$ cat src/rtl/frame_update_scheduler_pkg.sv
// frame_sched_pkg: shared types and defaults for the frame update scheduler
package frame_sched_pkg;
  typedef enum logic [1:0] {IDLE, START, WAIT, DONE} sched_state_t;
  localparam int STG_INPUT          = 0;
  localparam int STG_BIRD           = 1;
  localparam int STG_PIPES          = 2;
  localparam int STG_COLLIDE        = 3;
  localparam int NUM_STAGES_DEF     = 4;
  localparam int TIMEOUT_CYCLES_DEF = 4096;
  localparam int CNT_W_DEF          = 16;
endpackage

$ cat src/rtl/frame_update_scheduler_if.sv
// frame_update_scheduler_if: start/done handshake between scheduler and update stages
interface frame_update_scheduler_if
  import frame_sched_pkg::*;
#(
  parameter int NUM_STAGES = NUM_STAGES_DEF
);
  logic [NUM_STAGES-1:0] stage_start;
  logic [NUM_STAGES-1:0] stage_done;
  modport master (output stage_start, input stage_done);
  modport slave  (input stage_start, output stage_done);
endinterface

$ cat src/rtl/frame_update_scheduler_timer.sv
// sched_stage_timer: clearable per-stage wait counter with terminal-count flag
module sched_stage_timer
  import frame_sched_pkg::*;
#(
  parameter int TIMEOUT_CYCLES = TIMEOUT_CYCLES_DEF,
  localparam int CW = (TIMEOUT_CYCLES > 1) ? $clog2(TIMEOUT_CYCLES) : 1
) (
  input  logic clk,
  input  logic rst,
  input  logic clr_i,
  input  logic en_i,
  output logic tc_o
);
  logic [CW-1:0] cnt_q, cnt_d;
  // clear wins over count so each stage starts its wait from zero
  always_comb cnt_d = clr_i ? '0 : en_i ? cnt_q + CW'(1) : cnt_q;
  // counter register
  always_ff @(posedge clk) cnt_q <= rst ? '0 : cnt_d;
  assign tc_o = cnt_q == CW'(TIMEOUT_CYCLES - 1);
endmodule

$ cat src/rtl/frame_update_scheduler.sv
// frame_update_scheduler: runs ordered game-logic stages inside each vertical blank
module frame_update_scheduler
  import frame_sched_pkg::*;
#(
  parameter int NUM_STAGES     = NUM_STAGES_DEF,
  parameter int TIMEOUT_CYCLES = TIMEOUT_CYCLES_DEF,
  parameter int CNT_W          = CNT_W_DEF,
  localparam int IW = (NUM_STAGES > 1) ? $clog2(NUM_STAGES) : 1
) (
  input  logic                  clk,
  input  logic                  rst,
  input  logic                  vblnk_in,
  input  logic                  enable,
  input  logic                  clr_status,
  frame_update_scheduler_if.master bus,
  output logic                  frame_tick,
  output logic                  frame_done,
  output logic                  busy,
  output logic [IW-1:0]         stage_idx,
  output logic [NUM_STAGES-1:0] stage_timeout,
  output logic [CNT_W-1:0]      frame_cnt,
  output logic [CNT_W-1:0]      overrun_cnt
);
  sched_state_t          state_q, state_d;
  logic [IW-1:0]         idx_q, idx_d;
  logic                  vblnk_prev_q;
  logic [NUM_STAGES-1:0] timeout_q, timeout_d;
  logic [CNT_W-1:0]      frame_cnt_q, frame_cnt_d, overrun_q, overrun_d;
  logic                  vblnk_rise, vblnk_fall, tc, done_sel, last, adv, abort;

  assign vblnk_rise = vblnk_in & ~vblnk_prev_q;
  assign vblnk_fall = ~vblnk_in & vblnk_prev_q;
  assign done_sel   = bus.stage_done[idx_q];
  assign last       = idx_q == IW'(NUM_STAGES - 1);
  assign adv        = (state_q == WAIT) && (done_sel || tc);
  // completing the last stage beats a coincident end of blanking
  assign abort      = vblnk_fall && ((state_q == START) || ((state_q == WAIT) && !(adv && last)));

  sched_stage_timer #(.TIMEOUT_CYCLES(TIMEOUT_CYCLES)) u_timer (
    .clk  (clk),
    .rst  (rst),
    .clr_i(state_q == START),
    .en_i (state_q == WAIT),
    .tc_o (tc)
  );

  // state and status registers; vblnk_prev resets high so a blank already in progress is not a new frame
  always_ff @(posedge clk) begin
    if (rst) begin
      state_q      <= IDLE;
      idx_q        <= '0;
      vblnk_prev_q <= 1'b1;
      timeout_q    <= '0;
      frame_cnt_q  <= '0;
      overrun_q    <= '0;
    end else begin
      state_q      <= state_d;
      idx_q        <= idx_d;
      vblnk_prev_q <= vblnk_in;
      timeout_q    <= timeout_d;
      frame_cnt_q  <= frame_cnt_d;
      overrun_q    <= overrun_d;
    end
  end

  // next state: timeout advances exactly like a done; clr_status overrides same-cycle updates
  always_comb begin
    case (state_q)
      IDLE:    state_d = (vblnk_rise && enable) ? START : IDLE;
      START:   state_d = abort ? IDLE : WAIT;
      WAIT:    state_d = abort ? IDLE : !adv ? WAIT : last ? DONE : START;
      default: state_d = IDLE;
    endcase
    idx_d       = (state_d == IDLE) ? '0 : ((state_q == WAIT) && (state_d == START)) ? idx_q + IW'(1) : idx_q;
    frame_cnt_d = frame_cnt_q + CNT_W'(state_q == DONE);
    overrun_d   = clr_status ? '0 : overrun_q + CNT_W'(abort && !(&overrun_q));
    timeout_d   = clr_status ? '0 :
                  timeout_q | (((state_q == WAIT) && tc && !done_sel) ? NUM_STAGES'(1) << idx_q : '0);
  end

  // outputs decoded from the registered state
  always_comb begin
    bus.stage_start = (state_q == START) ? NUM_STAGES'(1) << idx_q : '0;
    frame_tick      = (state_q == START) && (idx_q == IW'(STG_INPUT));
    frame_done      = state_q == DONE;
    busy            = state_q != IDLE;
  end

  assign stage_idx     = idx_q;
  assign stage_timeout = timeout_q;
  assign frame_cnt     = frame_cnt_q;
  assign overrun_cnt   = overrun_q;
endmodule

$ cat src/flat_wrapper.sv
// flat-port wrapper written by rule: the top's interface ports become plain ports
module frame_update_scheduler_flat import frame_sched_pkg::*;
#(
  parameter int NUM_STAGES     = NUM_STAGES_DEF,
  parameter int TIMEOUT_CYCLES = TIMEOUT_CYCLES_DEF,
  parameter int CNT_W          = CNT_W_DEF,
  localparam int IW = (NUM_STAGES > 1) ? $clog2(NUM_STAGES) : 1
)
  (clk, rst, vblnk_in, enable, clr_status, frame_tick, frame_done, busy, stage_idx, stage_timeout, frame_cnt, overrun_cnt, bus_stage_start, bus_stage_done);
  frame_update_scheduler_if #(.NUM_STAGES(NUM_STAGES)) bus_i ();
  input  logic clk;
  input  logic rst;
  input  logic vblnk_in;
  input  logic enable;
  input  logic clr_status;
  output logic frame_tick;
  output logic frame_done;
  output logic busy;
  output logic [IW-1:0] stage_idx;
  output logic [NUM_STAGES-1:0] stage_timeout;
  output logic [CNT_W-1:0] frame_cnt;
  output logic [CNT_W-1:0] overrun_cnt;
  output wire logic [$bits(bus_i.stage_start)-1:0] bus_stage_start;
  input wire logic [$bits(bus_i.stage_done)-1:0] bus_stage_done;
  assign bus_stage_start = bus_i.stage_start;
  assign bus_i.stage_done = bus_stage_done;
  frame_update_scheduler #(.NUM_STAGES(NUM_STAGES), .TIMEOUT_CYCLES(TIMEOUT_CYCLES), .CNT_W(CNT_W)) u_core (.clk(clk), .rst(rst), .vblnk_in(vblnk_in), .enable(enable), .clr_status(clr_status), .bus(bus_i), .frame_tick(frame_tick), .frame_done(frame_done), .busy(busy), .stage_idx(stage_idx), .stage_timeout(stage_timeout), .frame_cnt(frame_cnt), .overrun_cnt(overrun_cnt));
endmodule
$ cat config.mk
export PLATFORM = sky130hd
export DESIGN_NAME = frame_update_scheduler_flat
export DESIGN_NICKNAME = d
export VERILOG_FILES = /design/src/rtl/frame_update_scheduler_pkg.sv /design/src/rtl/frame_update_scheduler_if.sv /design/src/rtl/frame_update_scheduler_timer.sv /design/src/rtl/frame_update_scheduler.sv /design/src/flat_wrapper.sv
export SDC_FILE = /design/constraint.sdc
export NUM_CORES = 1
export LEC_CHECK = 0
export ABC_CLOCK_PERIOD_IN_PS = 3100
export CAP_MARGIN = 20
export CORE_MARGIN = 4
export CORE_UTILIZATION = 51
export CTS_CLUSTER_DIAMETER = 120
export CTS_CLUSTER_SIZE = 40
export DETAILED_ROUTE_END_ITERATION = 8
export HOLD_SLACK_MARGIN = 0.1
export PLACE_DENSITY = 0.78
export SLEW_MARGIN = 5
export SYNTH_ARGS = -nofsm -noshare
export SYNTH_HDL_FRONTEND = slang
export SYNTH_HIERARCHICAL = 1
export SYNTH_SLANG_ARGS = --single-unit
$ cat constraint.sdc
create_clock -name clk -period 3.1 [get_ports clk]
set_input_delay 0.62 -clock clk [delete_from_list [all_inputs] [get_ports clk]]
set_output_delay 0.62 -clock clk [all_outputs]
set_load 0.01 [all_outputs]
==> metrics.json <==
{
  "power": {
    "worst_ir_drop_vdd_mv": 0.280,
    "power_density_nw_per_um2": 367,
    "total_leakage_power_nw": 1.12,
    "p_total_mw": 1.21
  },
  "placement": {
    "dpl.hpwl_um": 4010,
    "dpl_cell_area_um2": 3170,
    "gp_congestion": 0.878,
    "pre_cts_ws_ns": 0.0574,
    "port_buffer_cells": 53
  },
  "timing": {
    "setup_viol": 0,
    "layout_setup_ws_ns": 0.290,
    "finalClockSkew_ns": 0.0108,
    "worst_pin_slew_ns": 0.597,
    "fin_crit_sh": 0.906,
    "achievable-frequency_mhz": 356,
    "finalHoldViolCount": 0,
    "fin_tns_setup_ns": 0,
    "rsz_0062_raised_after_global_routing": "false",
    "timing.max_slew.rel_slack": 0.601,
    "layout_min_cycle_time_ns": 2.81,
    "final_max_slew_viol_count": 0
  },
  "layout": {
    "layout-area-overhead-vs-synth_pct": 26.6,
    "antenna-diode-count": 0,
    "postLayoutCellArea_um2": 3290,
    "finalCoreUtilization": 0.683,
    "final_cell_mix": "clkdlybuf4s50_1, dfxtp_1, nor2_1",
    "final_net_count": 363,
    "layout-drive-gt1-share": 0.0754
  },
  "synth": {
    "syn_avg_cell_area_um2": 8.93,
    "number_of_enable_flip_flop_cells_after_synthesis": 0,
    "synth.yosys.seq_area_share": 0.408,
    "syn_nets": 310,
    "synth-async-reset-ratio": 0,
    "synth_top_family_by_area": "simple AND/OR/NAND/NOR gates",
    "post_synth_mux_area_share": 0.0193,
    "synth_fa_ha_area_frac": 0.0481,
    "fraction_of_the_mapped_netlist_area_in_compound_gates": 0.121,
    "synth-xor-area-share": 0.0775,
    "syn_inst": 291,
    "post_synth_and_or_nand_nor_area_fraction": 0.289,
    "synthDistinctLibCells": 43,
    "ys_ff_latch": 53,
    "synthesized_cell_area_um2": 2600,
    "synthesis.yosys.warnings": 6,
    "postSynth.topFlopCell": "dfxtp_1"
  },
  "cts": {
    "postcts_setup_bufs": 0,
    "cts_repair_resize_count": 0,
    "worstSkewPairLatency_ns": 0.31,
    "worst_setup_hold_path_clk_slew_ns": 0.09,
    "number_of_hold_buffers_added_after_cts": 0,
    "cts_max_path_buffers": 2,
    "cts-htree-levels": 2,
    "root_buffer": "clkbuf_8",
    "clock_tree_from_tritoncts": "done",
    "cts_buffers": 5,
    "cts_num_sinks": 53
  },
  "drt": {
    "drt_drc": 0,
    "detail_route.first_pass.iterations": 4,
    "detail_route.wirelength_um": 5550,
    "routed-via-count": 2217,
    "drt-wirelength-per-cell_um": 13.5,
    "route.detailed.vias_per_inst": 5.38,
    "drtAntennaViolNets": 0,
    "drtIter0Drc": 141
  },
  "grt": {
    "via_count_of_the_first_global_routing_pass": 2189,
    "grt_remaining_overflow": 0,
    "pin_count_of_the_biggest_net_entering_global_routing": 18,
    "grt_first_pass_wirelength_um": 9610,
    "grt_use_total": 0.186,
    "grt_antenna_before_repair": 0
  },
  "floorplan": {
    "floorplan.die_area_um2": 6300,
    "fp.dieH_um": 79.4,
    "initial_standard_cell_utilization_of_the_core": 0.539,
    "die_width_um": 79.4,
    "floorplan.rows": 25,
    "io_pins": 54,
    "floorplan.core_area_um2": 4820
  },
  "setup_path": {
    "critical-path-slowest-cell": "or4_1",
    "cpMostUsedCell": "ha_1",
    "critPathLaunchType": "flip-flop",
    "crit_chain": "ha_1 -> nand4_1 -> nor4_1 -> or2_2 -> o22ai_4 -> o21ai_1 -> a211oi_1 -> ha_1 -> and2_1 -> nand3_4 -> or4_1 -> nand2_1",
    "cp.arrival_ns": 3.07,
    "cp.required_ns": 3.36,
    "timing.critical_path.slowest_cell_delay_ns": 0.41,
    "path_class": "reg -> reg",
    "reg2reg_slack_ns": 0.29,
    "category_of_the_worst_setup_path_capture_point": "flip-flop",
    "critPathMaxFanout": 7
  },
  "status": {
    "run_status": "finished, final reports clean"
  },
  "run": {
    "max_cap_viol_count": 0
  },
  "worst_hold_path": {
    "hp-class": "reg -> reg"
  }
}
==> final cells by class <==
type | instances | area [um^2]
Timing Repair Buffer | 56 | 553
Multi-Input combinational cell | 219 | 1440
Clock buffer | 7 | 86.3
Tap cell | 67 | 83.8
Fill cell | 399 | 1530
Clock inverter | 1 | 30.0
Sequential cell | 53 | 1060
Inverter | 9 | 33.8
==> cells in the mapped netlist, drive strengths merged, types with 3 or more instances <==
master / n / share of area
xor2: 13 / 0.044
or4: 7 / 0.020
xnor2: 10 / 0.034
nand2: 20 / 0.029
o21ai: 14 / 0.027
a21oi: 16 / 0.031
dfxtp: 53 / 0.41
nand2b: 6 / 0.014
nor4: 6 / 0.022
nor3: 7 / 0.013
a22o: 4 / 0.013
nand3: 16 / 0.039
buf: 5 / 0.016
nand4: 12 / 0.035
clkbuf: 5 / 0.0072
and2: 8 / 0.019
inv: 9 / 0.013
nor2b: 3 / 0.0072
nor2: 31 / 0.045
or2: 5 / 0.012
o31ai: 5 / 0.014
or3: 9 / 0.023
ha: 10 / 0.048
==> metrics by stage <==
step,cells,hold WS [ns]
final,412,0.468
after global routing,412,0.499
after CTS,412,0.470
after detailed placement,404,0.457
after global placement,404,0.442
after floorplan,291,0.435
==> final timing paths <==
| kind | start | end | depth (start not counted) |
|---|---|---|---|
| worst max-delay path | u_core/u_timer/cnt_q[0] | u_core/overrun_cnt[11] | 12 |
| worst max register to register | u_core/u_timer/cnt_q[0] | u_core/overrun_cnt[11] | 12 |
| worst min-delay path | u_core/u_timer/cnt_q[11] | u_core/u_timer/cnt_q[11] | 2 |
| worst min register to register | u_core/u_timer/cnt_q[11] | u_core/u_timer/cnt_q[11] | 2 |
==> worst max-delay path, delay by kind of cell, from the launching register on <==
| family | cells | cell delay, ns |
|---|---|---|
| compound gates | 3 | 0.54 |
| fa+ha+maj | 2 | 0.49 |
| flops | 1 | 0.36 |
| simple gates | 7 | 1.38 |
==> sequential cells by signal (all words and copies together) (netlist names) <==
| signal | cells |
|---|---|
| u_core/overrun_cnt | 16 |
| u_core/u_timer/cnt_q | 12 |
| u_core/frame_cnt | 16 |
| u_core/stage_timeout | 4 |
| u_core/state_q | 2 |
| u_core/vblnk_prev_q | 1 |
| u_core/stage_idx | 2 |
==> power by group <==
part | total (mW) | switching, mW | leakage (nW) | internal [mW]
registers | 0.683 | 0.00120 | 0.427 | 0.681
logic | 0.0441 | 0.0242 | 0.631 | 0.0199
clock network | 0.482 | 0.219 | 0.0585 | 0.263
total | 1.21 | 0.244 | 1.12 | 0.965
==> layer usage <==
layer  track usage  part of all wire  vias up
li1              -                 -     1137
met1         0.243              0.48     1029
met2         0.306              0.46       44
met3        0.0395             0.042        7
met4        0.0601             0.012        0
met5             0                 0        -
==> cell families after synthesis <==
family                     after synthesis
buffers and inverters                   19
xor gates and xnor gates                23
DFF                                     53
and+or+nand+nor                        133
AOI/OAI and AO/OA                       49
adders and majority gates               10
muxes                                    4
Power figures use the tool's default switching activity.
